### config.mk
export PLATFORM = sky130hd
export DESIGN_NAME = logic_issue_unit_flat
export DESIGN_NICKNAME = d
export VERILOG_FILES = /design/src/rtl/logic_issue_unit_if.sv /design/src/rtl/logic_issue_unit.sv /design/src/flat_wrapper.sv
export SDC_FILE = /design/constraint.sdc
export NUM_CORES = 1
export LEC_CHECK = 0
export ABC_CLOCK_PERIOD_IN_PS = 5100
export CAP_MARGIN = 40
export CORE_ASPECT_RATIO = 0.8
export CORE_MARGIN = 2
export CORE_UTILIZATION = 35
export CTS_BUF_LIST = sky130_fd_sc_hd__clkbuf_8
export CTS_CLUSTER_DIAMETER = 50
export CTS_CLUSTER_SIZE = 24
export DETAILED_ROUTE_END_ITERATION = 12
export PLACE_DENSITY = 0.68
export SETUP_SLACK_MARGIN = 0.4
export SLEW_MARGIN = 20
export SYNTH_ARGS = -nofsm -noshare
export SYNTH_HDL_FRONTEND = slang
export SYNTH_SLANG_ARGS = --single-unit
### constraint.sdc
create_clock -name clk -period 5.1 [get_ports clk]
set_input_delay 0.765 -clock clk [delete_from_list [all_inputs] [get_ports clk]]
set_output_delay 0.765 -clock clk [all_outputs]
set_load 0.02 [all_outputs]
### src/rtl/logic_issue_unit_if.sv
// Bundled handshake and logic-unit signals between the issue stage, the
// logic_issue_unit front end and the external combinational logic unit.
interface logic_issue_unit_if #(
    parameter int WIDTH = 32,
    parameter int CNT_W = 16
);
    logic             in_valid;
    logic             in_ready;
    logic [WIDTH-1:0] in_a;
    logic [WIDTH-1:0] in_b;
    logic [5:0]       in_funct;
    logic [WIDTH-1:0] lu_a;
    logic [WIDTH-1:0] lu_b;
    logic [3:0]       lu_opcode;
    logic [WIDTH-1:0] lu_out;
    logic             res_valid;
    logic             res_ready;
    logic [WIDTH-1:0] res_data;
    logic             res_err;
    logic [CNT_W-1:0] op_count;
    logic [CNT_W-1:0] err_count;

    modport slave (
        input  in_valid, in_a, in_b, in_funct, lu_out, res_ready,
        output in_ready, lu_a, lu_b, lu_opcode, res_valid, res_data, res_err,
               op_count, err_count
    );

    modport master (
        output in_valid, in_a, in_b, in_funct, lu_out, res_ready,
        input  in_ready, lu_a, lu_b, lu_opcode, res_valid, res_data, res_err,
               op_count, err_count
    );
endinterface

### src/rtl/logic_issue_unit.sv
// Registered, flow-controlled front end for the 4-bit-opcode logic unit:
// accepts funct-tagged operand pairs, drives the unit, returns its result.
module logic_issue_unit #(
    parameter int WIDTH = 32,
    parameter int CNT_W = 16
) (
    input  logic              clk,
    input  logic              reset,
    logic_issue_unit_if.slave bus
);
    typedef enum logic [1:0] {
        IDLE  = 2'b00,
        ISSUE = 2'b01,
        HOLD  = 2'b10
    } state_t;

    localparam logic [CNT_W-1:0] CNT_MAX = {CNT_W{1'b1}};
    localparam logic [CNT_W-1:0] CNT_ONE = {{(CNT_W-1){1'b0}}, 1'b1};

    // Returns {illegal, opcode}; illegal functs map to the all-zero opcode.
    function automatic logic [4:0] encode_funct(input logic [5:0] funct);
        logic [4:0] enc;
        case (funct)
            6'h24:   enc = 5'b0_0100;
            6'h25:   enc = 5'b0_0101;
            6'h26:   enc = 5'b0_0110;
            6'h27:   enc = 5'b0_0111;
            default: enc = 5'b1_0000;
        endcase
        return enc;
    endfunction

    state_t           state_r;
    state_t           next_state_s;
    logic             accept_s;
    logic             complete_s;
    logic [4:0]       enc_s;
    logic             in_ready_r;
    logic [WIDTH-1:0] lu_a_r;
    logic [WIDTH-1:0] lu_b_r;
    logic [3:0]       lu_opcode_r;
    logic             err_r;
    logic             res_valid_r;
    logic [WIDTH-1:0] res_data_r;
    logic             res_err_r;
    logic [CNT_W-1:0] op_count_r;
    logic [CNT_W-1:0] err_count_r;

    // Next-state decode and handshake strobes.
    always_comb begin
        next_state_s = state_r;
        accept_s     = 1'b0;
        complete_s   = 1'b0;
        enc_s        = encode_funct(bus.in_funct);
        case (state_r)
            IDLE: begin
                if (bus.in_valid) begin
                    next_state_s = ISSUE;
                    accept_s     = 1'b1;
                end else begin
                    next_state_s = IDLE;
                end
            end
            ISSUE: begin
                next_state_s = HOLD;
            end
            HOLD: begin
                if (bus.res_ready) begin
                    next_state_s = IDLE;
                    complete_s   = 1'b1;
                end else begin
                    next_state_s = HOLD;
                end
            end
            default: begin
                next_state_s = IDLE;
            end
        endcase
    end

    // State register; in_ready is registered from the next state so it
    // depends on state alone and is high straight out of reset.
    always_ff @(posedge clk or posedge reset) begin
        if (reset) begin
            state_r    <= IDLE;
            in_ready_r <= 1'b1;
        end else begin
            state_r    <= next_state_s;
            in_ready_r <= (next_state_s == IDLE);
        end
    end

    // Operand/opcode registers toward the logic unit, loaded only on accept.
    always_ff @(posedge clk or posedge reset) begin
        if (reset) begin
            lu_a_r      <= {WIDTH{1'b0}};
            lu_b_r      <= {WIDTH{1'b0}};
            lu_opcode_r <= 4'b0000;
            err_r       <= 1'b0;
        end else if (accept_s) begin
            lu_a_r      <= bus.in_a;
            lu_b_r      <= bus.in_b;
            lu_opcode_r <= enc_s[3:0];
            err_r       <= enc_s[4];
        end
    end

    // Result capture on ISSUE, held until the consumer takes it.
    always_ff @(posedge clk or posedge reset) begin
        if (reset) begin
            res_valid_r <= 1'b0;
            res_data_r  <= {WIDTH{1'b0}};
            res_err_r   <= 1'b0;
        end else if (state_r == ISSUE) begin
            res_valid_r <= 1'b1;
            res_data_r  <= err_r ? {WIDTH{1'b0}} : bus.lu_out;
            res_err_r   <= err_r;
        end else if (complete_s) begin
            res_valid_r <= 1'b0;
        end
    end

    // Saturating completion counters, updated on the result handshake.
    always_ff @(posedge clk or posedge reset) begin
        if (reset) begin
            op_count_r  <= {CNT_W{1'b0}};
            err_count_r <= {CNT_W{1'b0}};
        end else if (complete_s) begin
            if (!err_r) begin
                if (op_count_r != CNT_MAX) begin
                    op_count_r <= op_count_r + CNT_ONE;
                end
            end else if (err_count_r != CNT_MAX) begin
                err_count_r <= err_count_r + CNT_ONE;
            end
        end
    end

    assign bus.in_ready  = in_ready_r;
    assign bus.lu_a      = lu_a_r;
    assign bus.lu_b      = lu_b_r;
    assign bus.lu_opcode = lu_opcode_r;
    assign bus.res_valid = res_valid_r;
    assign bus.res_data  = res_data_r;
    assign bus.res_err   = res_err_r;
    assign bus.op_count  = op_count_r;
    assign bus.err_count = err_count_r;
endmodule

### src/flat_wrapper.sv
// flat-port wrapper written by rule: the top's interface ports become plain ports
module logic_issue_unit_flat 
#(
    parameter int WIDTH = 32,
    parameter int CNT_W = 16
)
  (clk, reset, bus_in_valid, bus_in_a, bus_in_b, bus_in_funct, bus_lu_out, bus_res_ready, bus_in_ready, bus_lu_a, bus_lu_b, bus_lu_opcode, bus_res_valid, bus_res_data, bus_res_err, bus_op_count, bus_err_count);
  logic_issue_unit_if #(.WIDTH(WIDTH), .CNT_W(CNT_W)) bus_i ();
  input  logic clk;
  input  logic reset;
  input wire logic [$bits(bus_i.in_valid)-1:0] bus_in_valid;
  input wire logic [$bits(bus_i.in_a)-1:0] bus_in_a;
  input wire logic [$bits(bus_i.in_b)-1:0] bus_in_b;
  input wire logic [$bits(bus_i.in_funct)-1:0] bus_in_funct;
  input wire logic [$bits(bus_i.lu_out)-1:0] bus_lu_out;
  input wire logic [$bits(bus_i.res_ready)-1:0] bus_res_ready;
  output wire logic [$bits(bus_i.in_ready)-1:0] bus_in_ready;
  output wire logic [$bits(bus_i.lu_a)-1:0] bus_lu_a;
  output wire logic [$bits(bus_i.lu_b)-1:0] bus_lu_b;
  output wire logic [$bits(bus_i.lu_opcode)-1:0] bus_lu_opcode;
  output wire logic [$bits(bus_i.res_valid)-1:0] bus_res_valid;
  output wire logic [$bits(bus_i.res_data)-1:0] bus_res_data;
  output wire logic [$bits(bus_i.res_err)-1:0] bus_res_err;
  output wire logic [$bits(bus_i.op_count)-1:0] bus_op_count;
  output wire logic [$bits(bus_i.err_count)-1:0] bus_err_count;
  assign bus_i.in_valid = bus_in_valid;
  assign bus_i.in_a = bus_in_a;
  assign bus_i.in_b = bus_in_b;
  assign bus_i.in_funct = bus_in_funct;
  assign bus_i.lu_out = bus_lu_out;
  assign bus_i.res_ready = bus_res_ready;
  assign bus_in_ready = bus_i.in_ready;
  assign bus_lu_a = bus_i.lu_a;
  assign bus_lu_b = bus_i.lu_b;
  assign bus_lu_opcode = bus_i.lu_opcode;
  assign bus_res_valid = bus_i.res_valid;
  assign bus_res_data = bus_i.res_data;
  assign bus_res_err = bus_i.res_err;
  assign bus_op_count = bus_i.op_count;
  assign bus_err_count = bus_i.err_count;
  logic_issue_unit #(.WIDTH(WIDTH), .CNT_W(CNT_W)) u_core (.clk(clk), .reset(reset), .bus(bus_i));
endmodule
# Word level (Yosys, flattened, before mapping)
# Index checks and enable logic that the tools add are counted.
[totals]
output_inout_bits = 135
regBits = 138
word_cells = 38
inputBits = 106
[classes]
bitwise = 1
muxes = 11
n_reduce_logical = 5
n_eq_ne = 8
add_sub_neg = 2
[op_table]
columns = ["op", "n"]
rows = [
  ["adder 16 x 1 -> 16 bit (second input constant)", 2],
  ["2-to-1 mux 32 bit", 1],
  ["inequality test 16 bit (second input constant)", 2],
  ["equality test 6 bit (second input constant)", 4],
  ["one-hot mux 5 bit (4 select lines)", 1],
  ["2-to-1 mux 1 bit", 7],
  ["one-hot mux 2 bit (3 select lines)", 1],
  ["AND reduction 3 bit", 2],
  ["logical NOT 2 bit", 2],
  ["equality test 2 x 1 -> 1 bit (second input constant)", 1],
  ["equality test 2 bit (second input constant)", 1],
  ["2-to-1 mux 2 bit", 1],
  ["nonzero test 2 bit", 1],
  ["inverter 1 bit", 1],
]

# Logic depth before layout (Yosys ltp)
# Gate-level depths: netlist of the first run.
[depth]
word_depth = 4
mapped_depth = 7
depth_no_buf = 5

# Worst setup path after synthesis of the first run
# No wires, ideal clock.
[synth_path]
path_kind = "in2reg"
from = "in bus_res_ready"
to = "reg u_core.op_count_r[11], in the netlist u_core.bus.op_count[11]"
setup_slack_ns = 3.129
setup_ns = 0.132
n_path_buf = 0
cell_stages = 4
required_time_ns = 4.968
t_arrival_ns = 1.839
path_cell_list = "and4bb_2 nand3_1 or4b_4 xnor2_2"
[synth_between]
elab_chain_cells = 3
[synth_lines]
columns = ["item", "line_no", "source"]
rows = [
  ["start: declaration", "flat_wrapper.sv:16", "input wire logic [$bits(bus_i.res_ready)-1:0] bus_res_ready;"],
  ["2-to-1 mux 1 bit", "logic_issue_unit.sv:68", "if (bus.res_ready) begin"],
  ["2-to-1 mux 1 bit", "logic_issue_unit.sv:55", "case (state_r)"],
  ["AND reduction 3 bit (no source line)", "-", ""],
  ["end signal: assignment", "logic_issue_unit.sv:126", "op_count_r <= {CNT_W{1'b0}};"],
  ["end signal: assignment", "logic_issue_unit.sv:131", "op_count_r <= op_count_r + CNT_ONE;"],
  ["end: declaration", "logic_issue_unit.sv:46", "logic [CNT_W-1:0] op_count_r;"],
]
# No other way between the ends.
# A chain may end at the register's enable or synchronous reset.

# Worst setup path after layout of the first run
[layout_path]
from = "in bus_in_valid"
to = "reg u_core.lu_a_r[27], in the netlist u_core.bus.lu_a[27]"
[layout_between]
elab_chain_cells = 2
[layout_lines]
columns = ["item", "line_no", "source"]
rows = [
  ["start: declaration", "flat_wrapper.sv:11", "input wire logic [$bits(bus_i.in_valid)-1:0] bus_in_valid;"],
  ["2-to-1 mux 1 bit", "logic_issue_unit.sv:57", "if (bus.in_valid) begin"],
  ["2-to-1 mux 1 bit", "logic_issue_unit.sv:55", ""],
  ["end signal: assignment", "logic_issue_unit.sv:96", "lu_a_r <= {WIDTH{1'b0}};"],
  ["end signal: assignment", "logic_issue_unit.sv:101", "lu_a_r <= bus.in_a;"],
  ["end: declaration", "logic_issue_unit.sv:39", "logic [WIDTH-1:0] lu_a_r;"],
]
# No other way between the ends.

==> results of run 1 <==
## cell type report
cell class,count,share of cell area
clock inverters,9,0.01637
repair buffers,246,0.2845
well taps,215,0.03061
flip-flops and latches,137,0.3903
multi-input cells,417,0.2386
inverters,7,0.003560
clock buffers,23,0.03602
## where the power goes
group / switching [mW] / internal (mW) / total [mW]
registers: 0.237 / 1.44 / 1.68
logic: 1.02 / 0.856 / 1.88
clock network: 0.403 / 0.607 / 1.01
## cell usage after synthesis (all sizes together), types with 6 or more instances
cell type	count
nand2	238
xor2	14
nor2	9
nand2b	34
and4	6
nor3	6
a21oi	6
clkbuf	24
nand4	8
nor4	8
inv	7
o21ai	34
and3	6
nand3	7
xnor2	10
dfrtp	136
## cells in the final DEF, fill, tap and decap left out, types with 6 or more instances in the layout
cell type	n
xnor2_1	9
nor4_1	8
clkdlybuf4s50_1	239
nand2b_1	33
nor3_1	6
xor2_1	14
nand3_1	7
nand2_1	237
inv_1	8
nor2_1	9
a21oi_1	6
clkbuf_8	23
dfrtp_1	136
nand4_1	8
o21ai_0	34
## per-stage QoR
stage / std cells / utilization / setup WS (ns) / cell area [um2] / hold slack [ns]
global route: 1054 / 0.5561 / 2.563 / 8787 / 0.5022
detailed placement: 1020 / 0.5243 / 2.233 / 8284 / 0.4613
finish: 1054 / 0.5561 / 2.657 / 8787 / 0.4751
CTS: 1052 / 0.5535 / 2.656 / 8745 / 0.4796
global placement: 1017 / 0.5211 / 2.114 / 8234 / 0.4569
floorplan: 590 / - / 0.6688 / 5669 / 0.5057
## cells by family (layout without fill, tap and decap cells)
logic type / count (synthesis) / after routing
buffers and inverters: 36 / 285
other: 1 / 1
multiplexers: 3 / 3
flip-flops: 137 / 137
AO/OA/AOI/OAI: 53 / 53
XOR/XNOR: 24 / 24
AND/OR/NAND/NOR: 334 / 334
adder cells (fa/ha/maj): 2 / 2
## registers in the layout, indices dropped and copies added, names as in the netlist
| signal | count |
|---|---|
| u_core.bus.err_count | 16 |
| u_core.bus.res_err | 1 |
| u_core.bus.lu_opcode | 3 |
| u_core.bus.in_ready | 1 |
| u_core.bus.res_data | 32 |
| u_core.bus.res_valid | 1 |
| u_core.bus.lu_a | 32 |
| u_core.bus.op_count | 16 |
| u_core.err_r | 1 |
| u_core.bus.lu_b | 32 |
| u_core.state_r | 2 |
## worst max-delay path, stage by stage
cell and delay [ns]:
clkdlybuf4s50_1 0.42, nand2_2 0.06, buf_4 0.55, inv_2 0.43, buf_12 0.30, nand2_1 0.09, nand2_1 0.05
## routing by layer
| layer | wire, um | track usage |
|---|---|---|
| met1 | 6896 | 0.2424 |
| met2 | 6932 | 0.2824 |
| met3 | 1413 | 0.07209 |
| met4 | 251 | 0.06250 |
| met5 | 0 | 0 |
## how the worst min path moves through the flow
stage / cells after the start / startpoint / endpoint / slack, ns
after floorplan: 1 / u_core.state_r[1]$_DFF_PP0_ / u_core.bus.res_valid$_DFFE_PP0P_ / 0.51
after global placement: 2 / u_core.bus.lu_a[25]$_DFFE_PP0P_ / u_core.bus.lu_a[25]$_DFFE_PP0P_ / 0.46
after detailed placement: 2 / u_core.bus.lu_a[7]$_DFFE_PP0P_ / u_core.bus.lu_a[7]$_DFFE_PP0P_ / 0.46
after CTS: 2 / u_core.bus.lu_a[5]$_DFFE_PP0P_ / u_core.bus.lu_a[5]$_DFFE_PP0P_ / 0.48
after global routing: 2 / u_core.bus.lu_b[7]$_DFFE_PP0P_ / u_core.bus.lu_b[7]$_DFFE_PP0P_ / 0.50
final: 2 / u_core.bus.lu_a[5]$_DFFE_PP0P_ / u_core.bus.lu_a[5]$_DFFE_PP0P_ / 0.48
==> flow_summary.ini, run 1 <==
[status]
status = finished clean

[critical_path]
crit_start = bus_in_valid
r2r_cells = 7
critPathArrivalTime_ns = 2.77
cp-endpoint = u_core.bus.lu_a[27]$_DFFE_PP0P_
critPathCaptureType = flip-flop
critPathMaxFanout = 69
r2r_start = u_core.state_r[1]$_DFF_PP0_
rr_endpoint = u_core.bus.lu_a[27]$_DFFE_PP0P_
startpoint_type = input pin
crit_required_ns = 5.43
r2r_slack_ns = 2.87
worstSetupPathType = input pin to flip-flop

[worst_hold_path]
hp-class = flip-flop to flip-flop

[logic_synthesis]
synth_compound_area_frac = 0.05319
synth-simple-area-share = 0.2664
synthCells = 590
synth-edff-count = 0
postSynthRegisterBits = 137
synthDistinctLibCells = 47
synth_top_family_by_area = simple AND/OR/NAND/NOR gates
synth_seq_area_share = 0.6049
avgSynthCellArea_um2 = 9.609
muxShareOfSynthArea = 0.005959
syn_area_mm2 = 0.005669
synthAdderAreaFrac = 0.004414
yosysTopAreaCell = dfrtp_1
synth_xor_area_frac = 0.03840
yosys.area.top_type_share = 0.6003
netlist_top_cells_area = dfrtp_1 (60%), nand2_1 (16%), nand2b_1 (3.8%)
yosysWarnings = 0
ys_async_sr_fraction = 1.000
synthFlopType = dfrtp_1
syn_nets = 698

[sta]
relSlewSlack = 0.4863
setup_tns_ns = 0
finalSetupViolations = 0
tightestPinTransition_ns = 0.7705
hold_violations = 0
fin_skew_ns = 0.009882
rsz0062_at_grt = no
period_minus_slack_ns = 2.443
fin_crit_sh = 0.4789
drv_slew = 0
fmax_mhz = 409.4

[pwr]
total_power_mw = 4.565
irDropWorstVdd_v = 0.0003238
power.density_mw_per_mm2 = 519.5
p_leak_nw = 4.014

[clocking]
ctsResizeCount = 0
root_buffer = clkbuf_8
cts.htree.levels = 4
cts_tree = built
cts_sinks = 137
clk_pin_slew_ns = 0.07
insertion_delay_ns = 0.43
cts_inserted_buffers = 17
hold_buffers = 0
cts_setup_buffers = 0
clock_path_buffers = 2

[floorplanning]
start_util = 0.3588
die_x_um = 146.3
num_rows = 41
die_h_um = 117.8
dieArea_mm2 = 0.01724
coreArea_mm2 = 0.01580
io_pins = 241

[placed_design]
dp_hpwl_um = 11020
portBuffers = 239
gp_congestion = 0.7944

[finish]
regArea_mm2 = 0.003430
multi_input_area_mm2 = 0.002097
area_delta_synth_final_pct = 55.00
fin_nets = 934
diodes = 0
drive_gt1_frac = 0.06079
n_fill_cell = 1409

[grt]
grt_antenna_before_repair = 0
grt.total_usage = 0.1852
grt_overflow = 0
grt_pass1_wl_um = 25650
grt_pass1_vias = 4943
grt_max_degree = 94

[route]
routed_wl_um = 15490
via_count = 4913
first_iter_violations = 212
viasPerCell = 4.661
drc_errors = 0
wl_per_cell_um = 14.70
drt-pass1-iter-count = 4
ant_nets = 0

[job]
drv_cap = 0
No activity file was read; power rests on OpenSTA's default activity.
==> run 2, diff against run 1 <==
--- a/config.mk
+++ b/config.mk
@@ -5,7 +5,7 @@
 export SDC_FILE = /design/constraint.sdc
 export NUM_CORES = 1
 export LEC_CHECK = 0
-export ABC_CLOCK_PERIOD_IN_PS = 5100
+export ABC_CLOCK_PERIOD_IN_PS = 2500
 export CAP_MARGIN = 40
 export CORE_ASPECT_RATIO = 0.8
 export CORE_MARGIN = 2
==> constraint.sdc (replaced) <==
create_clock -name clk -period 2.5 [get_ports clk]
set_input_delay 0.375 -clock clk [delete_from_list [all_inputs] [get_ports clk]]
set_output_delay 0.375 -clock clk [all_outputs]
set_load 0.02 [all_outputs]
==> flow_summary.ini, run 2 (same netlist as run 1, synthesis figures left out) <==
[grt]
grt_pass1_wl_um = 25810
grt_antenna_before_repair = 0
grt_overflow = 0
grt_max_degree = 63
grt.total_usage = 0.1879
grt_pass1_vias = 4922

[clocking]
clock_path_buffers = 2
root_buffer = clkbuf_8
cts_inserted_buffers = 17
cts_tree = built
clk_pin_slew_ns = 0.08
insertion_delay_ns = 0.45
cts_sinks = 137
hold_buffers = 0
cts_setup_buffers = 0
cts.htree.levels = 4

[critical_path]
rr_endpoint = u_core.bus.op_count[11]$_DFFE_PP0P_
critPathArrivalTime_ns = 1.63
worstSetupPathType = flip-flop to output port
cp_slowest_stage_delay_ns = 0.66
crit_path_top_delay_cell = clkdlybuf4s50_1
cp-endpoint = bus_op_count[11]
startpoint_type = flip-flop
r2r_slack_ns = 0.56
crit_required_ns = 2.12
worst-path-buf-inv = 1
r2r_cells = 4
cp_top_family = buffers and inverters
critPathMaxFanout = 6
r2r_start = u_core.bus.op_count[4]$_DFFE_PP0P_
critPathCaptureType = output port
crit_start = u_core.bus.op_count[11]$_DFFE_PP0P_
cp.depth = 1
crit_chain = clkdlybuf4s50_1

[floorplanning]
die_h_um = 117.8
num_rows = 41
io_pins = 241
dieArea_mm2 = 0.01724
start_util = 0.3588
coreArea_mm2 = 0.01580
die_x_um = 146.3

[route]
drt-pass1-iter-count = 4
ant_nets = 0
via_count = 4914
drc_errors = 0
routed_wl_um = 15890
wl_per_cell_um = 15.05
viasPerCell = 4.653
first_iter_violations = 262

[sta]
finalSetupViolations = 0
period_minus_slack_ns = 2.002
tightestPinTransition_ns = 0.7504
drv_slew = 0
relSlewSlack = 0.4997
fmax_mhz = 499.6
setup_tns_ns = 0
fin_skew_ns = 0.01065
hold_violations = 0
fin_crit_sh = 0.8007
rsz0062_at_grt = no
worst_slack_ns = 0.4984

[finish]
layout_commonest_cell = clkdlybuf4s50_1
drive_gt1_frac = 0.06659
post-route-cell-area_mm2 = 0.008745
area_delta_synth_final_pct = 54.25
postLayoutCoreUtil = 0.5535
mostFrequentLayoutCells = clkdlybuf4s50_1 (239), nand2_1 (237), dfrtp_1 (135)
n_fill_cell = 1419
diodes = 0
fin_nets = 936

[pwr]
pwr-share-clk = 0.215
total_power_mw = 9.183
p_seq_frac = 0.372
netSwitchingFraction = 0.3730
irDropWorstVdd_v = 0.0006948
p_comb_frac = 0.413
power.density_mw_per_mm2 = 1050
intPower_mw = 5.757
p_switching_mw = 3.425
p_leak_nw = 3.982

[worst_hold_path]
hp-class = input pin to asynchronous set/reset pin

[placed_design]
dpl_cell_area_mm2 = 0.008310
portBuffers = 239
gp_congestion = 0.8305
dp_hpwl_um = 11420
dpl_worst_slack_ns = 0.2730

[status]
status = finished clean

[job]
drv_cap = 0
==> run 2: cell types whose count changed in the layout (fill, tap and decap cells not counted), moves of 2 or more <==
cell | previous run | this run
inv_1 | 8 | 6
buf_4 | 2 | 7
clkinvlp_4 | 1 | 4
clkbuf_8 | 23 | 21
==> run 2: routing by layer <==
layer  vias to the layer above  share of wire  GRT usage
met5                         -              0          0
met4                         0          0.014    0.06189
met3                        20          0.097    0.08566
met2                       186           0.45     0.2871
met1                      2330           0.44     0.2375
li1                       2378              -          -
==> run 2: worst min-delay path by stage <==
| stage | end | startpoint | depth (start not counted) |
|---|---|---|---|
| 2_1_floorplan | u_core.bus.lu_a[0]$_DFFE_PP0P_ | bus_in_a[0] | 2 |
| 3_3_place_gp | u_core.bus.lu_b[5]$_DFFE_PP0P_ | u_core.bus.lu_b[5]$_DFFE_PP0P_ | 2 |
| 3_5_place_dp | u_core.bus.lu_a[30]$_DFFE_PP0P_ | u_core.bus.lu_a[30]$_DFFE_PP0P_ | 2 |
| 4_1_cts | u_core.bus.err_count[4]$_DFFE_PP0P_ | reset | 2 |
| 5_1_grt | u_core.bus.err_count[4]$_DFFE_PP0P_ | reset | 2 |
| 6_report | u_core.bus.err_count[4]$_DFFE_PP0P_ | reset | 2 |
==> run 2: cell type report <==
class / instances / area [um2] / share of cell area
Clock buffer: 21 / 289.0 / 0.03305
Clock inverter: 11 / 143.9 / 0.01645
Inverter: 7 / 30.03 / 0.003434
Multi-Input combinational cell: 417 / 2097 / 0.2398
Sequential cell: 137 / 3431 / 0.3923
Tap cell: 215 / 269.0 / 0.03076
Timing Repair Buffer: 248 / 2485 / 0.2842
==> run 2: timing repair <==
| item | CTS | global route |
|---|---|---|
| setup endpoints to repair | 0 | 5 |
| endpoints found under the hold margin | 0 | 0 |
| resized for setup | 0 | 1 |
==> run 2: power by group through the flow <==
stage / clock, mW / sequential, mW / combinational (mW)
finish: 1.97 / 3.41 / 3.80
global route: 2.14 / 3.52 / 4.11
CTS: 2.03 / 3.42 / 3.85
detailed placement: 0 / 3.44 / 3.85
global placement: 0 / 3.40 / 3.81
floorplan: 0 / 4.25 / 1.02
==> run 2: stage by stage <==
step | cells | hold slack (ns)
floorplan | 590 | 0.4804
global placement | 1024 | 0.4563
detailed placement | 1024 | 0.4613
CTS | 1056 | 0.2859
global route | 1056 | 0.3295
finish | 1056 | 0.3186
